--- config.mk ---
export PLATFORM = sky130hd
export DESIGN_NAME = ofm_drain
export DESIGN_NICKNAME = d
export VERILOG_FILES = /design/src/rtl/ofm_drain.sv
export SDC_FILE = /design/constraint.sdc
export NUM_CORES = 1
export LEC_CHECK = 0
export CORE_ASPECT_RATIO = 0.8
export CORE_MARGIN = 2
export CORE_UTILIZATION = 51
export CTS_CLUSTER_DIAMETER = 200
export DETAILED_ROUTE_END_ITERATION = 6
export HOLD_SLACK_MARGIN = 0.06
export PLACE_DENSITY_LB_ADDON = 0.08
export SETUP_SLACK_MARGIN = 0.02
export SYNTH_ARGS = -nofsm -noshare
export SYNTH_HDL_FRONTEND = slang
export SYNTH_SLANG_ARGS = --single-unit
--- constraint.sdc ---
create_clock -name clk -period 5.52 [get_ports clk]
set_input_delay 0.828 -clock clk [delete_from_list [all_inputs] [get_ports clk]]
set_output_delay 0.828 -clock clk [all_outputs]
set_load 0.01 [all_outputs]
--- src/rtl/ofm_drain.sv ---
// ofm_drain: read-side drain controller for the systolic array output path.
//
// Once accumulation is finished, a start pulse makes this block shift each
// array column up, one row per step. Column w begins w steps after column 0,
// so the words arrive skewed by column. Each column's capture passes through
// WIDTH-1-w delay stages to realign the skew. The block then hands complete
// result rows, one at a time, to the output SRAM writer over valid/ready.
//
// Optional build macro: OFM_DRAIN_CLR_EN
//   defined   : a CLEAR state pulses clr_o all-ones for one cycle after the
//               last shift.
//   undefined : CLEAR is never entered and clr_o stays 0. The zeros shifted
//               in from the bottom of the array leave it clear.
//
// Ports:
//   clk        clock
//   rst_n      synchronous active-low reset
//   start      one-cycle drain request (ignored while busy)
//   busy       drain in progress
//   done       pulse in the cycle the final row is accepted
//   en_o       per-column shift-out enable to the array
//   clr_o      per-column accumulator clear to the array
//   ofm        per-column array outputs (row-0 PE register)
//   out_data   deskewed result row
//   out_row    index of the row in out_data
//   out_valid  out_data/out_row valid
//   out_ready  downstream accepts the row when out_valid && out_ready
//
// state | meaning
// IDLE  | waiting for start
// DRAIN | stepping t through 0..HEIGHT+WIDTH-2, shifting and capturing
// CLEAR | one-cycle accumulator clear (OFM_DRAIN_CLR_EN builds only)
// FLUSH | waiting for the last row handshake
module ofm_drain #(
  parameter  int HEIGHT = 4,
  parameter  int WIDTH  = 4,
  parameter  int OWIDTH = 24,
  localparam int RW     = (HEIGHT > 1) ? $clog2(HEIGHT) : 1
) (
  input  logic              clk,
  input  logic              rst_n,
  input  logic              start,
  output logic              busy,
  output logic              done,
  output logic [WIDTH-1:0]  en_o,
  output logic [WIDTH-1:0]  clr_o,
  input  logic [OWIDTH-1:0] ofm      [WIDTH-1:0],
  output logic [OWIDTH-1:0] out_data [WIDTH-1:0],
  output logic [RW-1:0]     out_row,
  output logic              out_valid,
  input  logic              out_ready
);

  localparam int TW     = $clog2(HEIGHT + WIDTH);
  localparam int T_LAST = HEIGHT + WIDTH - 2;

  typedef enum logic [1:0] {IDLE, DRAIN, CLEAR, FLUSH} state_t;

  state_t            state, state_nxt;
  logic [TW-1:0]     t;
  logic              advance;
  logic              step;
  logic              last_hs;
  logic [OWIDTH-1:0] tap [WIDTH-1:0];

  // A held row blocks the whole pipeline. Every stage freezes together, so
  // no skewed word is lost while the downstream stalls.
  assign advance = !out_valid || out_ready;
  assign step    = (state == DRAIN) && advance;

  // The final row can be accepted in CLEAR as well as in FLUSH. Without
  // backpressure it becomes valid in the same cycle CLEAR runs.
  assign last_hs = ((state == CLEAR) || (state == FLUSH)) && out_valid && out_ready
                   && (out_row == RW'(HEIGHT - 1));

  always_ff @(posedge clk) begin
    if (!rst_n) begin
      state <= IDLE;
      t     <= '0;
    end else begin
      state <= state_nxt;
      if (step) t <= (t == TW'(T_LAST)) ? '0 : t + 1'b1;
    end
  end

  always_comb begin
    state_nxt = state;
    busy      = (state != IDLE);
    done      = 1'b0;
    en_o      = '0;
    clr_o     = '0;
    case (state)
      IDLE: if (start) state_nxt = DRAIN;
      DRAIN: begin
        for (int w = 0; w < WIDTH; w++)
          en_o[w] = advance && (int'(t) >= w) && (int'(t) < w + HEIGHT);
        if (advance && (t == TW'(T_LAST))) begin
`ifdef OFM_DRAIN_CLR_EN
          state_nxt = CLEAR;
`else
          state_nxt = FLUSH;
`endif
        end
      end
      CLEAR: begin
`ifdef OFM_DRAIN_CLR_EN
        clr_o = '1;
`endif
        state_nxt = FLUSH;
        if (last_hs) begin
          state_nxt = IDLE;
          done      = 1'b1;
          busy      = 1'b0;
        end
      end
      FLUSH: begin
        if (last_hs) begin
          state_nxt = IDLE;
          done      = 1'b1;
          busy      = 1'b0;
        end
      end
      default: state_nxt = IDLE;
    endcase
  end

  // Deskew. The delay stages shift on every drain step, even outside a
  // column's capture window. Words taken outside the window never line up
  // with a row load, so they are harmless.
  for (genvar w = 0; w < WIDTH; w++) begin : g_col
    localparam int D = WIDTH - 1 - w;
    if (D == 0) begin : g_direct
      assign tap[w] = ofm[w];
    end else begin : g_dly
      logic [OWIDTH-1:0] sr [D];
      always_ff @(posedge clk) begin
        if (!rst_n) begin
          for (int i = 0; i < D; i++) sr[i] <= '0;
        end else if (step) begin
          sr[0] <= ofm[w];
          for (int i = 1; i < D; i++) sr[i] <= sr[i-1];
        end
      end
      assign tap[w] = sr[D-1];
    end
  end

  // Row r is complete once the last column has produced it, at t = r+WIDTH-1.
  always_ff @(posedge clk) begin
    if (!rst_n) begin
      out_valid <= 1'b0;
      out_row   <= '0;
      for (int w = 0; w < WIDTH; w++) out_data[w] <= '0;
    end else if (step && (int'(t) >= WIDTH - 1)) begin
      out_valid <= 1'b1;
      out_row   <= RW'(int'(t) - (WIDTH - 1));
      out_data  <= tap;
    end else if (out_ready) begin
      out_valid <= 1'b0;
    end
  end

endmodule

==> results.py, run 1 <==
metrics = {
    "outcome": {
        "status": "finished, final reports clean",
    },
    "logic_synthesis": {
        "synth-seq-area-share_pct": 66.3,
        "yosysUniqueCellTypes": 32,
        "synth_edf_count": 144,
        "ys_top_cells_by_area": "edfxtp_1 (45%), dfxtp_1 (22%), mux2i_1 (10%)",
        "ys_seq_elements": 248,
        "ys_warn_count": 0,
        "synth_cells": 784,
        "synth_ff_type": "edfxtp_1",
        "synth_area_um2": 9660,
        "synth_top_area_share_pct": 44.8,
        "avgSynthCellArea_um2": 12.3,
        "synth_common_cells": "nand2_1 (198), and2_1 (144), edfxtp_1 (144)",
        "synthMostInstantiatedCell": "nand2_1",
        "yosysTopAreaCell": "edfxtp_1",
        "async_flop_share_pct": 0,
    },
    "global_routing": {
        "grt-ovfl-total": 0,
        "grt_max_degree": 145,
        "antenna_found_initial": 0,
        "grt_pass1_vias": 5975,
        "grt_pass1_wl_um": 29000,
        "grt_usage_pct": 17.8,
    },
    "drt": {
        "dr.pass1.iters": 4,
        "routed_wl_um": 17900,
        "via_count": 5990,
        "drc": 0,
        "wl_met2_um": 8910,
        "postRouteAntennaNets": 0,
        "dr.first_iter.drc_count": 340,
        "post_drt_wl_per_cell_um": 14.4,
        "highest_layer": "met4",
        "drt-met1-wl_um": 7650,
        "wl_met3_um": 937,
        "post_drt_via_cell_ratio": 4.83,
    },
    "sta": {
        "timing.final.crit_share_pct": 63.0,
        "setup_viol_count_final": 0,
        "timing.fmax_mhz": 287,
        "final.min_clock_period_ns": 3.48,
        "fin_tns_setup_ns": 0,
        "worst_pin_slew_ns": 1.08,
        "slew_viol_final": 0,
        "rsz0062_at_grt": "false",
        "hold_violations": 0,
        "skew_ns": 0.0117,
        "worst_slack_ns": 2.04,
        "slew_headroom_pct": 27.7,
    },
    "worst_setup_path": {
        "cp.arrival_ns": 2.65,
        "crit_chain": "clkdlybuf4s50_1 > nand2b_1 > nand2_1 > a311oi_1 > clkdlybuf4s50_1",
        "critPathLaunch": "out_ready",
        "crit_fanout": 5,
        "cp_top_family": "buffers and inverters",
        "worstReg2RegStart": "t[0]",
        "crit_path_frequent_cell": "clkdlybuf4s50_1",
        "max_stage_delay_ns": 0.59,
        "end_kind": "primary output",
        "cp.required_ns": 4.69,
        "crit_slowest_cell": "clkdlybuf4s50_1",
        "worst-path-buf-inv": 2,
        "critPathKind": "in2out",
        "start_kind": "input port",
    },
    "worst_hold_path": {
        "hp-start": "out_data[59]",
        "hp-class": "reg2reg",
    },
    "clocking": {
        "clock_sinks": 248,
        "clk_pin_slew_worst_paths_ns": 0.06,
        "post_cts.repair.setup_buffers": 0,
        "worstSkewPairLatency_ns": 0.52,
        "postCtsHoldBufs": 0,
        "htree_levels": 1,
        "cts_resized": 0,
        "cts_made_buffers": 25,
        "clock-root-buffer": "clkbuf_16",
        "cts_tree": "yes",
        "clock_path_buffers": 3,
    },
    "placement": {
        "preCtsSetupSlack_ns": 2.05,
        "gp_congestion": 0.841,
        "dp_hpwl_um": 11200,
        "portBuffers": 204,
    },
    "floorplan": {
        "ios": 209,
        "die_y_um": 127,
        "die-area_um2": 20100,
        "die_w_um": 158,
        "core_um2": 18300,
        "fp-row-count": 44,
        "initial_utilization_pct": 52.7,
    },
    "power_and_ir_drop": {
        "p_leak_nw": 4.48,
        "power_density_nw_per_um2": 308,
        "ir_worst_vdd_mv": 0.380,
    },
    "layout": {
        "register_area_um2": 6410,
        "final.fill_count": 1313,
        "multi_input_area_um2": 2940,
        "final_nets": 1071,
        "area_growth_pct": 29.7,
        "diodes": 0,
        "drive_gt1_share_pct": 4.46,
    },
    "job": {
        "cap_violations": 0,
    },
}
-- logic make-up after synthesis --
logic type      Yosys count  share of synthesized area (%)
compound gates            9                          0.699
xor+xnor                  1                         0.0907
fa+ha+maj                 3                          0.389
buf+inv                  57                           3.57
flops                   248                           66.3
mux                      98                           10.2
other cells               1                         0.0388
simple gates            367                           18.8
-- layout by cell type, fill, tap and decap left out, types with 4 or more instances in the layout --
cell type	instances
and2_1	144
clkbuf_1	11
clkbuf_16	25
clkdlybuf4s50_1	203
conb_1	4
dfxtp_1	104
edfxtp_1	144
mux2i_1	98
nand2_1	197
nor2_1	8
nor3_1	4
-- through the flow --
stage	hold slack [ns]	area (um2)	power, mW	std cells	utilization (%)
finish	0.454	12500	3.86	1240	68.3
global route	0.473	12500	4.00	1240	68.3
CTS	0.456	12500	3.90	1240	68.3
detailed placement	0.446	11800	2.34	1194	64.2
global placement	0.441	11800	2.33	1194	64.2
floorplan	0.479	9670	2.24	787	-
-- worst reg2reg max path, cell delays in order, from the launching register on --
cell and delay, ns:
dfxtp_1 0.52, ha_1 0.22, ha_1 0.15, a211oi_2 0.07
nor3_4 0.73, buf_12 0.47, mux2i_1 0.47
-- area by class of cell --
cell class                 instances  area share (%)
timing repair buffer             208            16.7
tap                              253            2.53
clock inverter                     7           0.429
clock buffer                      39            5.65
multi-input combinational        482            23.4
sequential                       248            51.1
inverter                           3          0.0899
-- power breakdown --
group / total (mW) / leakage, nW / internal [mW] / switching [mW]
clock: 1.56 / 0.373 / 0.890 / 0.673
combinational: 0.220 / 1.71 / 0.111 / 0.109
sequential: 2.08 / 2.39 / 2.05 / 0.0237
-- state kept, by name (all words and copies together) (netlist names) --
register / count
out_data: 96
out_row: 2
state: 2
g_col.g_dly.sr: 144
out_valid: 1
t: 3
-- routing by layer --
metal	GRT usage (%)	up-vias
met5	0	-
met4	4.81	0
met3	3.12	27
met2	31.9	158
met1	22.4	2836
li1	-	2969
-- path summary, 6_finish.rpt --
kind | to | slack, ns | depth (start not counted)
worst max-delay path | en_o[3] | 2.04 | 5
worst min-delay path | out_data[59] | 0.45 | 2
worst max register to register | out_data[91] | 2.79 | 6
worst min register to register | out_data[59] | 0.45 | 2
(Power assumes the default switching activity.)
==> run 2, diff against run 1 <==
--- a/config.mk
+++ b/config.mk
@@ -7,7 +7,7 @@
 export LEC_CHECK = 0
 export CORE_ASPECT_RATIO = 0.8
 export CORE_MARGIN = 2
-export CORE_UTILIZATION = 51
+export CORE_UTILIZATION = 46
 export CTS_CLUSTER_DIAMETER = 200
 export DETAILED_ROUTE_END_ITERATION = 6
 export HOLD_SLACK_MARGIN = 0.06
==> constraint.sdc (replaced) <==
create_clock -name clk -period 3.2 [get_ports clk]
set_input_delay 0.48 -clock clk [delete_from_list [all_inputs] [get_ports clk]]
set_output_delay 0.48 -clock clk [all_outputs]
set_load 0.01 [all_outputs]
==> results.py, run 2 (synthesized netlist as in run 1, its figures left out) <==
metrics = {
    "outcome": {
        "status": "finished, final reports clean",
    },
    "placement": {
        "dp_hpwl_um": 10300,
        "portBuffers": 204,
        "dpl_cell_area_um2": 11900,
        "preCtsSetupSlack_ns": 0.460,
        "gp_congestion": 0.773,
    },
    "layout": {
        "layout_commonest_cell": "clkdlybuf4s50_1",
        "regMostFlops": "g_col.g_dly.sr",
        "area_growth_pct": 30.9,
        "reg_top3": "g_col.g_dly.sr x144, out_data x96, t x3",
        "final_cell_area_um2": 12700,
        "final.fill_count": 1665,
        "largest_register_ff_count": 144,
        "final_nets": 1075,
        "drive_gt1_share_pct": 4.75,
        "mostFrequentLayoutCells": "clkdlybuf4s50_1 (203), nand2_1 (197), and2_1 (144), edfxtp_1 (144), dfxtp_1 (104)",
        "diodes": 0,
    },
    "sta": {
        "worst_pin_slew_ns": 0.764,
        "setup_viol_count_final": 0,
        "skew_ns": 0.00800,
        "rsz0062_at_grt": "false",
        "fin_hold_ws_ns": 0.283,
        "final.min_clock_period_ns": 2.74,
        "fin_tns_setup_ns": 0,
        "slew_headroom_pct": 49.1,
        "timing.fmax_mhz": 364,
        "slew_viol_final": 0,
        "worst_slack_ns": 0.456,
        "timing.final.crit_share_pct": 85.8,
        "hold_violations": 0,
    },
    "worst_setup_path": {
        "cp.required_ns": 2.72,
        "crit_chain": "clkdlybuf4s50_1 > nand2b_1 > nand2_1 > a311oi_1 > clkdlybuf4s50_1",
        "end_kind": "primary output",
        "start_kind": "input port",
        "crit_slowest_cell": "clkdlybuf4s50_1",
        "critPathKind": "in2out",
        "max_stage_delay_ns": 0.58,
        "crit_fanout": 5,
        "cp.arrival_ns": 2.26,
        "crit_path_frequent_cell": "clkdlybuf4s50_1",
    },
    "floorplan": {
        "initial_utilization_pct": 46.8,
        "die_w_um": 166,
        "die-area_um2": 22200,
        "core_um2": 20600,
        "die_y_um": 134,
        "ios": 209,
        "fp-row-count": 47,
    },
    "global_routing": {
        "grt_usage_pct": 15.2,
        "grt_pass1_wl_um": 27800,
        "grt_pass1_vias": 5395,
        "grt_max_degree": 189,
        "antenna_found_initial": 0,
        "grt-ovfl-total": 0,
    },
    "clocking": {
        "clock-root-buffer": "clkbuf_16",
        "cts_made_buffers": 25,
        "clock_sinks": 248,
        "cts_resized": 0,
        "cts_tree": "yes",
        "clock_path_buffers": 3,
        "postCtsHoldBufs": 0,
        "post_cts.repair.setup_buffers": 0,
        "htree_levels": 1,
        "worstSkewPairLatency_ns": 0.51,
        "clk_pin_slew_worst_paths_ns": 0.06,
    },
    "worst_hold_path": {
        "hp-class": "in2reg",
    },
    "power_and_ir_drop": {
        "ir_worst_vdd_mv": 0.574,
        "p_leak_nw": 4.52,
        "power_density_nw_per_um2": 533,
    },
    "job": {
        "cap_violations": 0,
    },
    "drt": {
        "drc": 0,
        "dr.first_iter.drc_count": 307,
        "postRouteAntennaNets": 0,
        "routed_wl_um": 17200,
        "via_count": 5758,
        "post_drt_wl_per_cell_um": 13.7,
        "dr.pass1.iters": 4,
        "post_drt_via_cell_ratio": 4.57,
    },
}
[run 2: cell count changes in the layout (fill, tap and decap cells not counted), moves of 2 or more]
| cell | delta |
|---|---|
| bufinv_16 | +2 |
| clkbuf_1 | -5 |
| clkinv_1 | +5 |
| clkbuf_8 | -2 |
| buf_12 | +4 |
[run 2: path summary, 6_finish.rpt]
check,from,slack [ns],depth (start not counted),endpoint
setup / recovery,out_ready,0.46,5,en_o[3]
setup reg to reg,t[1],1.26,6,out_data[25]
hold / removal,rst_n,0.28,3,out_data[49]
hold reg to reg,out_data[8],0.45,2,out_data[8]
[run 2: power by group]
group	switching (mW)	leakage [nW]	internal (mW)	total [mW]
clock network	1.16	0.374	1.62	2.78
logic	0.188	1.75	0.202	0.390
registers	0.0376	2.39	3.54	3.58
[run 2: critical path, delay by kind of cell]
family	cells	cell delay, ns
buffers and inverters	2	1.12
AND/OR/NAND/NOR	2	0.36
AO/OA/AOI/OAI	1	0.30
[run 2: final cells by class]
class	instances	area, um2	area share (%)
Clock inverter	13	113	0.890
Clock buffer	32	662	5.23
Tap cell	269	337	2.66
Multi-Input combinational cell	482	2940	23.3
Sequential cell	248	6410	50.6
Timing Repair Buffer	212	2180	17.2
Inverter	3	11.3	0.0890
[run 2: stage by stage]
step,std cells,utilization [%],total power [mW]
2_1_floorplan,787,-,3.85
3_3_place_gp,1214,57.5,4.04
3_5_place_dp,1214,57.5,4.04
4_1_cts,1259,61.3,6.84
5_1_grt,1259,61.3,7.01
6_report,1259,61.3,6.75
[run 2: layer usage]
layer / vias up / global-route usage (%) / share of wire, %
met3: 23 / 3.59 / 5.7
li1: 2980 / - / -
met4: 0 / 3.91 / 2.0
met2: 156 / 23.9 / 45
met1: 2599 / 21.4 / 47
met5: - / 0 / 0
